--- src/rtl/vec_op_sequencer.sv ---
// Streams one vec_alu op over VRF vectors: read -> ALU -> write, one element per cycle.
// Latency: first write 3 cycles after accept, done in cycle len+3; optional VEC_SEQ_PERF_EN adds perf counters.
// Backpressure: cmd_ready only in IDLE; no stall path once a command runs.
module vec_op_sequencer #(
    parameter int DATA_W = 64,
    parameter int ADDR_W = 10
) (
    input  logic              clk,
    input  logic              rst_n,
    input  logic              cmd_valid,
    output logic              cmd_ready,
    input  logic [2:0]        cmd_op,
    input  logic [ADDR_W-1:0] cmd_src_a,
    input  logic [ADDR_W-1:0] cmd_src_b,
    input  logic [ADDR_W-1:0] cmd_dst,
    input  logic [ADDR_W:0]   cmd_len,
    input  logic [DATA_W-1:0] cmd_q,
    output logic              busy,
    output logic              done,
    output logic              err,
    output logic              rd_en,
    output logic [ADDR_W-1:0] rd_addr_a,
    output logic [ADDR_W-1:0] rd_addr_b,
    input  logic [DATA_W-1:0] rd_data_a,
    input  logic [DATA_W-1:0] rd_data_b,
    output logic [2:0]        alu_opcode,
    output logic [DATA_W-1:0] alu_a,
    output logic [DATA_W-1:0] alu_b,
    output logic [DATA_W-1:0] alu_q,
    input  logic [DATA_W-1:0] alu_res,
    output logic              wr_en,
    output logic [ADDR_W-1:0] wr_addr,
    output logic [DATA_W-1:0] wr_data
`ifdef VEC_SEQ_PERF_EN
    ,
    output logic [31:0]       perf_cmds,
    output logic [31:0]       perf_busy
`endif
);

    typedef enum logic [1:0] {S_IDLE, S_RUN, S_DRAIN, S_DONE} state_t;

    localparam logic [ADDR_W:0] LEN_ONE = {{ADDR_W{1'b0}}, 1'b1};

    state_t            state;
    state_t            state_nxt;
    logic [ADDR_W-1:0] src_a_r;
    logic [ADDR_W-1:0] src_b_r;
    logic [ADDR_W-1:0] dst_r;
    logic [ADDR_W:0]   len_r;
    logic [ADDR_W:0]   rd_cnt;
    logic [ADDR_W-1:0] wr_cnt;
    logic [2:0]        op_r;
    logic [DATA_W-1:0] q_r;
    logic              err_r;
    logic              rd_vld_d;
    logic              accept;
    logic              op_legal;

    assign accept   = cmd_valid && (state == S_IDLE);
    assign op_legal = (cmd_op <= 3'd2);

    always_comb begin
        state_nxt = state;
        case (state)
            S_IDLE: begin
                if (accept) begin
                    if (!op_legal || (cmd_len == '0)) state_nxt = S_DONE;
                    else                              state_nxt = S_RUN;
                end
            end
            S_RUN:   if (rd_cnt == len_r - LEN_ONE) state_nxt = S_DRAIN;
            // rd_vld_d clears in the cycle carrying the final write
            S_DRAIN: if (!rd_vld_d) state_nxt = S_DONE;
            S_DONE:  state_nxt = S_IDLE;
            default: state_nxt = S_IDLE;
        endcase
    end

    always_ff @(posedge clk or negedge rst_n) begin
        if (!rst_n) begin
            state    <= S_IDLE;
            src_a_r  <= '0;
            src_b_r  <= '0;
            dst_r    <= '0;
            len_r    <= '0;
            rd_cnt   <= '0;
            wr_cnt   <= '0;
            op_r     <= '0;
            q_r      <= '0;
            err_r    <= 1'b0;
            rd_vld_d <= 1'b0;
            wr_en    <= 1'b0;
            wr_data  <= '0;
        end else begin
            state    <= state_nxt;
            rd_vld_d <= rd_en;
            wr_en    <= rd_vld_d;
            if (rd_vld_d) wr_data <= alu_res;
            if (accept) begin
                src_a_r <= cmd_src_a;
                src_b_r <= cmd_src_b;
                dst_r   <= cmd_dst;
                len_r   <= cmd_len;
                op_r    <= cmd_op;
                q_r     <= cmd_q;
                err_r   <= !op_legal;
                rd_cnt  <= '0;
                wr_cnt  <= '0;
            end else begin
                if (state == S_RUN) rd_cnt <= rd_cnt + LEN_ONE;
                if (wr_en)          wr_cnt <= wr_cnt + ADDR_W'(1);
            end
        end
    end

    assign cmd_ready  = (state == S_IDLE);
    assign busy       = (state != S_IDLE);
    assign done       = (state == S_DONE);
    assign err        = (state == S_DONE) && err_r;
    assign rd_en      = (state == S_RUN);
    assign rd_addr_a  = src_a_r + rd_cnt[ADDR_W-1:0];
    assign rd_addr_b  = src_b_r + rd_cnt[ADDR_W-1:0];
    assign wr_addr    = dst_r + wr_cnt;
    assign alu_opcode = op_r;
    assign alu_q      = q_r;
    assign alu_a      = rd_data_a;
    assign alu_b      = rd_data_b;

`ifdef VEC_SEQ_PERF_EN
    always_ff @(posedge clk or negedge rst_n) begin
        if (!rst_n) begin
            perf_cmds <= '0;
            perf_busy <= '0;
        end else begin
            if (done) perf_cmds <= perf_cmds + 32'd1;
            if (busy) perf_busy <= perf_busy + 32'd1;
        end
    end
`endif

endmodule

--- config.mk ---
export PLATFORM = sky130hd
export DESIGN_NAME = vec_op_sequencer
export DESIGN_NICKNAME = d
export VERILOG_FILES = /design/src/rtl/vec_op_sequencer.sv
export SDC_FILE = /design/constraint.sdc
export NUM_CORES = 1
export LEC_CHECK = 0
export CORE_AREA = 2 2 234 236
export CTS_CLUSTER_SIZE = 8
export DETAILED_ROUTE_END_ITERATION = 6
export DIE_AREA = 0 0 236 238
export MAX_ROUTING_LAYER = met4
export SLEW_MARGIN = 0
export SYNTH_ARGS = -nofsm -noshare
export SYNTH_HDL_FRONTEND = slang
export SYNTH_SLANG_ARGS = --single-unit
export TNS_END_PERCENT = 20
--- constraint.sdc ---
create_clock -name clk -period 7.6 [get_ports clk]
set_clock_uncertainty 0.1 [all_clocks]
set_input_delay 1.52 -clock clk [delete_from_list [all_inputs] [get_ports clk]]
set_output_delay 1.52 -clock clk [all_outputs]
set_load 0.005 [all_outputs]
==> reports/results.txt <==
CTS tree - yes
Tot GR Track Use - 0.117
Routed Antenna Nets - 0
clock tree root driver cell - clkbuf_16
CP Max Fanout - 6
P_leak - 6.24 nW
Via density - 3.97
vias in the first global route - 8237
IR drop worst, VDD - 0.000198 V
CP bufs+invs - 2
Critical Path AT - 3.18 ns
Post-CTS Hold Buffers - 0
R2R Setup Slk - 4.77 ns
WL final - 31800 µm
synth cell count leaders - 342 x nand2_1, 198 x dfrtp_1, 128 x buf_4
multi-input logic area - 3990 µm²
Crit-path slowest cell - clkdlybuf4s50_1
FILL cells - 5654
via count of the routed design - 7775
post_cts resized - 0
global-route wire length before repair - 48200 µm
switching fraction of total power - 0.347
Power Density - 386 nW/µm²
largest cells by area after synthesis - dfrtp_1 49%, nand2_1 13%, buf_4 9.5%
cell family with most CP delay - compound AO/OA/AOI/OAI gates
CP most frequent cell - o21ai_0
Final Cycle Share - 0.632
Max Clk Rate - 0.208 GHz
CP startpoint kind - register
Syn Nets - 1385
number of port buffers - 341
fin. max-slew vios - 0
distinct cell type count after synthesis - 53
CTS clk-pin slew, worst paths - 0.07 ns
Switching Power - 1.87 mW
dpl ws - 3.30 ns
post-route setup slack - 2.80 ns
Post-Syn Area - 10100 µm²
Slew HR - 0.235
Avg Cell Area, Syn - 9.68 µm²
Clock power frac - 0.176
Initial Util - 0.189
Reg power frac - 0.346
register area - 4960 µm²
drt wl/cell - 16.2 µm
post-CTS setup buffers - 0
final setup vio count - 0
Sink Count - 198
Top Ports - 598
Area Overhead vs Synth - 37.9%
Syn Inst Count - 1045
largest net degree at the start of global routing - 104
crit path time final - 4.80 ns
CTS buffer count - 17
crit-path cells - ha_1 > inv_1 > fa_1 > nor2b_1 > o21ai_0 > a21boi_0 > o21ai_0 > a21oi_1 > xor2_1 > clkdlybuf4s50_1
worst-case clock buffer depth - 2
Crit path required time - 5.98 ns
CP max stage delay - 0.51 ns
worst skew pair latency - 0.48 ns
Detailed Routing Iterations Pass 1 - 4
# DRC - 0
critical path class - register to output pin
asr flop ratio synth - 1.00
Final Hold Vio Count - 0
area of the core - 53500 µm²
max_cap viols - 0
die area - 56200 µm²
CP Capture Type - output pin
worst slew pin tran - 1.15 ns
Logic pwr share - 0.478
most frequent cell after synthesis - nand2_1
Synth top area share - 0.490
Die X - 236 µm
Final nets - 1587
#FFs+latches synth - 198
post-synthesis sequential area ratio - 0.490
status - complete, no violations
Post-synth EDFFs - 0
HP Class - register to register
Final Wtd Congestion - 0.784
dominant cell type by area after synthesis - dfrtp_1
Setup TNS Final - 0 ns
YS warnings - 0
share of layout cells above drive strength 1 - 0.0929
antenna violations before repair - 6
Synth Flop Type - dfrtp_1
Iter 0 DRT Violations - 236
H-tree depth - 4
DP HPWL - 24200 µm
RSZ-0062 raised after global routing - false
row count - 85
grt ovf - 0
Internal - 3.51 mW
die height - 238 µm
[power by group through the flow]
stage | Clock, mW | Sequential, mW | Combinational, mW
6_report | 0.948 | 1.86 | 2.57
5_1_grt | 1.03 | 1.93 | 2.83
4_1_cts | 0.992 | 1.87 | 2.64
3_5_place_dp | 0 | 1.88 | 2.62
3_3_place_gp | 0 | 1.85 | 2.59
2_1_floorplan | 0 | 1.84 | 1.19
[state kept, by name, summed over array words and instances (netlist names), 3 cells and up]
register	cells
len_r	11
rd_cnt	11
src_b_r	10
alu_q	64
src_a_r	10
alu_opcode	3
wr_cnt	10
dst_r	10
wr_data	64
[worst reg2reg max path, delay by kind of cell (launching register included)]
kind,cells,cell delay [ns]
and+or+nand+nor,1,0.80
adders and majority gates,1,0.34
buffers and inverters,2,0.87
DFF,1,0.41
AOI/OAI and AO/OA,1,0.16
[through the flow]
stage          area (µm²)  hold slack [ns]  std cells  power [mW]   util
6_report            14000            0.378       1959        5.38  0.261
5_1_grt             14000            0.403       1959        5.79  0.261
4_1_cts             13900            0.381       1956        5.50  0.261
3_5_place_dp        13300            0.363       1924        4.50  0.249
3_3_place_gp        13300            0.354       1924        4.45  0.249
2_1_floorplan       10100            0.273       1045        3.03      -
[cell families (layout without fill, tap and decap cells)]
| group | Yosys count | after routing | synth area share |
|---|---|---|---|
| xor gates and xnor gates | 44 | 44 | 0.0381 |
| muxes | 68 | 68 | 0.0752 |
| adders and majority gates | 37 | 37 | 0.0480 |
| buffers and inverters | 183 | 398 | 0.117 |
| DFF | 198 | 198 | 0.490 |
| and+or+nand+nor | 446 | 446 | 0.187 |
| other | 0 | 3 | 0 |
| AOI/OAI and AO/OA | 69 | 69 | 0.0449 |
[cell type report]
type / instances / share of cell area
Inverter: 20 / 0.00538
Timing Repair Buffer: 346 / 0.248
Antenna cell: 3 / 0.000538
Tap cell: 696 / 0.0624
Clock inverter: 13 / 0.0119
Clock buffer: 19 / 0.0310
Multi-Input combinational cell: 664 / 0.286
Sequential cell: 198 / 0.355
[cells in the final DEF, fill, tap and decap left out, types with 4 or more instances in the layout]
cell type and count:
a21o_1 5, and2_1 4, nor2_1 30, mux2_2 64, ha_1 34, or3_1 7
dfrtp_1 197, o21ai_0 25, nand3_1 4, nor3_1 10, xor2_1 23, clkbuf_16 17
or4_1 6, inv_1 20, nand2_1 341, nand4_1 7, and3_1 12, clkdlybuf4s50_1 340
a21oi_1 16, buf_4 5, xnor2_1 21, mux2i_1 4, nor2b_1 8
[layer usage]
| metal | routed length (µm) | up-vias | track usage | part of all wire |
|---|---|---|---|---|
| met4 | 699 | 0 | 0.0436 | 0.022 |
| met5 | 0 | - | - | 0 |
| li1 | - | 3681 | - | - |
| met1 | 13200 | 3734 | 0.132 | 0.42 |
| met3 | 2640 | 52 | 0.0499 | 0.083 |
| met2 | 15200 | 308 | 0.186 | 0.48 |
[worst paths after layout]
path,startpoint,endpoint,depth (start not counted)
setup / recovery,rd_cnt[0],rd_addr_b[8],10
hold / removal,alu_q[48],alu_q[48],2
setup reg to reg,state[0],len_r[0],5
hold reg to reg,alu_q[48],alu_q[48],2
max in group asynchronous,rst_n,alu_q[8],2
min in group asynchronous,rst_n,wr_data[23],1
(Power assumes the default switching activity.)
